===== src/rtl/prf_batch_scheduler.sv =====
// Batch sequencer for a single PRF evaluation core: issues one start per index,
// waits for done (with watchdog), and streams each result out with back-pressure.
module prf_batch_scheduler #(
    parameter int P              = 32,
    parameter int CNT_WIDTH      = 16,
    parameter int TIMEOUT_CYCLES = 4096,
    parameter int TO_WIDTH       = $clog2(TIMEOUT_CYCLES + 1),
    localparam int OUT_WIDTH     = $clog2(P)
) (
    input  logic                 clk,
    input  logic                 rst_n,
    input  logic                 abort,
    input  logic                 req_valid,
    output logic                 req_ready,
    input  logic [63:0]          req_nonce,
    input  logic [63:0]          req_base,
    input  logic [CNT_WIDTH-1:0] req_count,
    output logic                 core_start,
    output logic [63:0]          core_nonce,
    output logic [63:0]          core_index,
    input  logic                 core_done,
    input  logic [OUT_WIDTH-1:0] core_out,
    output logic                 out_valid,
    input  logic                 out_ready,
    output logic [OUT_WIDTH-1:0] out_data,
    output logic [63:0]          out_index,
    output logic                 out_last,
    output logic                 out_err,
    output logic                 busy
);

    // A disabled watchdog still needs a legal one-bit counter.
    localparam int WD_W = (TO_WIDTH < 1) ? 1 : TO_WIDTH;
    localparam logic [WD_W-1:0] WD_LAST = WD_W'((TIMEOUT_CYCLES == 0) ? 0 : TIMEOUT_CYCLES - 1);

    typedef enum logic [1:0] {
        S_IDLE   = 2'd0,
        S_ISSUE  = 2'd1,
        S_WAIT   = 2'd2,
        S_OUTPUT = 2'd3
    } state_t;

    state_t                 state_q, state_d;
    logic [63:0]            nonce_q, nonce_d;
    logic [63:0]            index_q, index_d;
    logic [CNT_WIDTH-1:0]   rem_q, rem_d;
    logic [WD_W-1:0]        wd_q, wd_d;
    logic                   core_start_q, core_start_d;
    logic                   out_valid_q, out_valid_d;
    logic [OUT_WIDTH-1:0]   out_data_q, out_data_d;
    logic [63:0]            out_index_q, out_index_d;
    logic                   out_last_q, out_last_d;
    logic                   out_err_q, out_err_d;

    always_comb begin
        state_d      = state_q;
        nonce_d      = nonce_q;
        index_d      = index_q;
        rem_d        = rem_q;
        wd_d         = wd_q;
        core_start_d = 1'b0;
        out_valid_d  = out_valid_q;
        out_data_d   = out_data_q;
        out_index_d  = out_index_q;
        out_last_d   = out_last_q;
        out_err_d    = out_err_q;

        case (state_q)
            S_IDLE: begin
                // A zero-count request is consumed here without any side effect.
                if (req_valid && (req_count != '0)) begin
                    nonce_d      = req_nonce;
                    index_d      = req_base;
                    rem_d        = req_count;
                    core_start_d = 1'b1;
                    state_d      = S_ISSUE;
                end
            end
            S_ISSUE: begin
                wd_d    = '0;
                state_d = S_WAIT;
            end
            S_WAIT: begin
                wd_d = wd_q + WD_W'(1);
                if (core_done) begin
                    out_data_d  = core_out;
                    out_index_d = index_q;
                    out_last_d  = (rem_q == CNT_WIDTH'(1));
                    out_err_d   = 1'b0;
                    out_valid_d = 1'b1;
                    state_d     = S_OUTPUT;
                end else if ((TIMEOUT_CYCLES != 0) && (wd_q == WD_LAST)) begin
                    // A hung core terminates the whole batch with one error beat.
                    out_data_d  = '0;
                    out_index_d = index_q;
                    out_last_d  = 1'b1;
                    out_err_d   = 1'b1;
                    out_valid_d = 1'b1;
                    rem_d       = CNT_WIDTH'(1);
                    state_d     = S_OUTPUT;
                end
            end
            S_OUTPUT: begin
                if (out_ready) begin
                    out_valid_d = 1'b0;
                    if (rem_q > CNT_WIDTH'(1)) begin
                        index_d      = index_q + 64'd1;
                        rem_d        = rem_q - CNT_WIDTH'(1);
                        core_start_d = 1'b1;
                        state_d      = S_ISSUE;
                    end else begin
                        state_d = S_IDLE;
                    end
                end
            end
            default: state_d = S_IDLE;
        endcase

        if (abort) begin
            state_d      = S_IDLE;
            core_start_d = 1'b0;
            out_valid_d  = 1'b0;
        end
    end

    always_ff @(posedge clk or negedge rst_n) begin
        if (!rst_n) begin
            state_q      <= S_IDLE;
            nonce_q      <= '0;
            index_q      <= '0;
            rem_q        <= '0;
            wd_q         <= '0;
            core_start_q <= 1'b0;
            out_valid_q  <= 1'b0;
            out_data_q   <= '0;
            out_index_q  <= '0;
            out_last_q   <= 1'b0;
            out_err_q    <= 1'b0;
        end else begin
            state_q      <= state_d;
            nonce_q      <= nonce_d;
            index_q      <= index_d;
            rem_q        <= rem_d;
            wd_q         <= wd_d;
            core_start_q <= core_start_d;
            out_valid_q  <= out_valid_d;
            out_data_q   <= out_data_d;
            out_index_q  <= out_index_d;
            out_last_q   <= out_last_d;
            out_err_q    <= out_err_d;
        end
    end

    assign req_ready  = (state_q == S_IDLE);
    assign busy       = (state_q != S_IDLE);
    assign core_start = core_start_q;
    assign core_nonce = nonce_q;
    assign core_index = index_q;
    assign out_valid  = out_valid_q;
    assign out_data   = out_data_q;
    assign out_index  = out_index_q;
    assign out_last   = out_last_q;
    assign out_err    = out_err_q;

endmodule


===== config.mk =====
export PLATFORM = sky130hd
export DESIGN_NAME = prf_batch_scheduler
export DESIGN_NICKNAME = d
export VERILOG_FILES = /design/src/rtl/prf_batch_scheduler.sv
export SDC_FILE = /design/constraint.sdc
export NUM_CORES = 1
export LEC_CHECK = 0
export ABC_AREA = 0
export CAP_MARGIN = 25
export CORE_MARGIN = 1.5
export CORE_UTILIZATION = 45
export DETAILED_ROUTE_END_ITERATION = 8
export GPL_TIMING_DRIVEN = 0
export MAX_ROUTING_LAYER = met4
export PLACE_DENSITY_LB_ADDON = 0.3
export SLEW_MARGIN = 40
export SYNTH_ARGS = -nofsm -noshare
export SYNTH_HDL_FRONTEND = slang
export SYNTH_SLANG_ARGS = --single-unit

===== constraint.sdc =====
create_clock -name clk -period 2.65 [get_ports clk]
set_input_delay 0.6625 -clock clk [delete_from_list [all_inputs] [get_ports clk]]
set_output_delay 0.6625 -clock clk [all_outputs]
set_load 0.05 [all_outputs]

==> run metrics <==
pin count of the biggest net entering global routing=76; P&R area growth vs syn=48.97%; final slew viol count=0; count leader, synth=dfrtp_1; vias=11.26k; clk root buf=clkbuf_16; status=finished, final reports clean; CP delay by family, top=simple AND/OR/NAND/NOR gates; Clk network pwr share=13.7%; Gate power share=58.4%; Syn Area/Cell=10.51 sq um; slowest cell delay on critical path=0.52 ns; largest family of logic cells by synthesized area=simple AND/OR/NAND/NOR gates; number of routed nets with antenna violations=0; Num CTS Buffers=26; placed cell count=1773; TNS Setup=0 ns; Fill cells=1942; area share of the largest cell type after synthesis=50.98%; CP Cell Sequence=ha_4 > nand4_1 > or4b_4 > a221o_1 > or3_4 > or4_4 > nand3_2; Final HPWL DP=30.98 mm; critical-path maximum fanout=4; CP Buf/Inv Count=0; CTS tree=built; Synth Cell Area=11390 sq um; H-tree lvl count=1; crit end category=flop; total grt overflow=0; crit path kind=reg -> reg; final setup vio count=0; GRT Resource Usage Total=33.40%; layout cells sized above 1=19.88%; Compound-Gate Fraction of Synth Area=12.71%; area leader, netlist=dfrtp_1; Final Non-Filler Cells=1847; Synth top cells by count=232 x dfrtp_1, 127 x mux2_2, 71 x nand2_1, 70 x nor2_1, 65 x o21ai_0; Leakage Power=6.820 nW; Worst-Margin Slew=0.8175 ns; sequential share of power=27.9%; Adder-Cell Fraction of Synth Area=0.9889%; Starting Density=45.48%; Worst path slowest cell=or4b_4; WL per Instance=23.44 um; Pint=12.52 mW; WL final=43.29 mm; Tmin final=2.639 ns; Sw Share=50.28%; drt initial violations=1107; I/O pin total=358; skew final=0.008389 ns; Synth Area in XOR/XNOR=0.5384%; Die Wd=162.1 um; max-cap viol count=0; Final nets=1661; #FFs+latches synth=232; Power Density=1484 nW/um^2; synth top area cells=dfrtp_1 51%, mux2_2 13%, o21ai_0 2.9%, nand3_1 2.4%, nand2_1 2.3%; CTS max path bufs=3; first-pass GRT wire length=65.50 mm; Rows=58; RSZ-0062 raised after global routing=yes; asr flop ratio synth=100.0%; drt via density=6.098; die area=26270 sq um; post-synth cell types=64; vias in the first global route=11.16k; Core ar.=25040 sq um; Die Height=162.1 um; register area share after synthesis=50.98%; Rel. slew slack=45.50%; CP Launch Type=flop; Peak VDD IR=1.186 mV; Mapped Cells=1083; Critical Path AT=3.11 ns; Area after DPL=15520 sq um; CTS sink count=232; syn_nets=1247; Clock Latency Late Sink=0.53 ns; P_sw=12.66 mW; Synth Area in Simple Gates=18.32%; Main synth FF type=dfrtp_1; mux contribution to synthesized area=13.44%; Syn. warnings=0; number of synthesized flops with an enable pin=0; PortBufs=357; antenna violations before repair=3; final hold viol count=0; TritonRoute pass-1 iters=5; Required @ worst endpoint=3.12 ns; clock slew seen by the registers of the worst setup and hold paths=0.06 ns; final instance area=16960 sq um; f_max=0.3790 GHz; Period Utilization, post-route=99.57%; Placer Congestion=0.9335; Post-route DRC=0; Hold Crit Class=in -> async
[layout by cell type, fill, tap and decap left out, types with 11 or more instances in the layout]
| master | netlist | layout |
|---|---|---|
| clkdlybuf4s50_1 | 0 | 339 |
| dfrtp_1 | 232 | 224 |
| mux2_2 | 127 | 127 |
| nand2_1 | 71 | 70 |
| nor2_1 | 70 | 67 |
| o21ai_0 | 65 | 63 |
| nand3_1 | 54 | 49 |
| a21oi_1 | 50 | 49 |
| nand4_1 | 42 | 42 |
| nor3_1 | 38 | 36 |
| buf_4 | 3 | 32 |
| clkbuf_1 | 41 | 27 |
| clkbuf_16 | 0 | 27 |
| o22ai_1 | 23 | 22 |
| inv_1 | 17 | 17 |
| nor4_1 | 24 | 17 |
| or4_1 | 21 | 15 |
| and3_1 | 14 | 14 |
| clkbuf_2 | 0 | 12 |
| buf_6 | 0 | 12 |
| dlymetal6s2s_1 | 0 | 12 |
| a22oi_1 | 11 | 11 |
[power groups by stage]
stage          registers, mW  clock network, mW  logic (mW)
2_1_floorplan           11.8                  0        3.87
3_3_place_gp            6.87                  0        13.8
3_5_place_dp            6.94                  0        14.0
4_1_cts                 6.93               3.50        14.4
5_1_grt                 7.22               3.63        15.3
6_report                7.02               3.46        14.7
[kinds of logic (layout without fill, tap and decap cells)]
family / Yosys count / after routing
buffers and inverters: 82 / 513
flip-flops: 232 / 232
other: 0 / 3
XOR/XNOR: 7 / 7
multiplexers: 137 / 137
AO/OA/AOI/OAI: 224 / 224
adder cells (fa/ha/maj): 9 / 9
AND/OR/NAND/NOR: 392 / 392
[what timing repair did]
action                                  in CTS  in global routing
endpoints found under the hold margin        0                  0
endpoints found under the setup margin     202                192
pin swaps                                   12                  9
hold buffers                                 0                  0
setup buffers                               17                 14
cloned                                       1                  0
resized for setup                           60                 79
[metal layers]
| layer | global-route usage, % | part of all wire [%] | vias up |
|---|---|---|---|
| met5 | - | 0 | - |
| met2 | 52.56 | 47 | 716 |
| met3 | 7.993 | 11 | 144 |
| met1 | 40.99 | 38 | 5492 |
| met4 | 14.93 | 4.7 | 0 |
| li1 | - | - | 4911 |
[flip-flops by register name, indices dropped and copies added (netlist names)]
name / flops
out_index: 64
out_last: 1
wd_q: 13
core_start: 1
out_valid: 1
core_index: 64
out_data: 5
out_err: 1
core_nonce: 64
state_q: 2
rem_q: 16
[per-stage QoR]
step	hold slack (ns)	power, mW	util, %	setup WS [ns]
after global placement	0.4649	20.71	61.65	-9.996
after floorplan	0.3669	15.71	-	-0.009416
after CTS	0.004807	24.79	66.45	-0.01617
after detailed placement	0.4742	20.98	62.00	-1.107
final	0.002880	25.18	67.76	0.01130
after global routing	0.02008	26.18	67.76	-0.05353
[worst reg2reg max path, delay by kind of cell (launching register included)]
kind,cells,cell delay [ns]
AOI/OAI and AO/OA,1,0.39
adders and majority gates,1,0.17
DFF,1,0.40
and+or+nand+nor,5,1.62
[worst paths after layout]
check | from | slack, ns | endpoint | cells after the start
min reg2reg | out_index[10] | 0.49 | out_index[10] | 2
min in group clk | req_count[14] | 0.45 | rem_q[14] | 3
max reg2reg | wd_q[0] | 0.01 | rem_q[8] | 7
min | rst_n | 0.003 | out_index[20] | 1
max in group asynchronous | rst_n | 1.64 | core_nonce[24] | 3
max | wd_q[0] | 0.01 | rem_q[8] | 7
[final cells by class]
cell class | count | area [sq um] | share of cell area, %
clock buffer | 41 | 778.2 | 4.588
timing repair buffer | 392 | 3941 | 23.23
antenna | 3 | 7.507 | 0.04425
sequential | 232 | 5816 | 34.28
multi-input combinational | 769 | 5484 | 32.33
clock inverter | 4 | 23.77 | 0.1401
buffer | 59 | 436.7 | 2.574
tap | 330 | 412.9 | 2.434
inverter | 17 | 63.81 | 0.3762
Note: power is estimated with default switching activity, not from simulation.
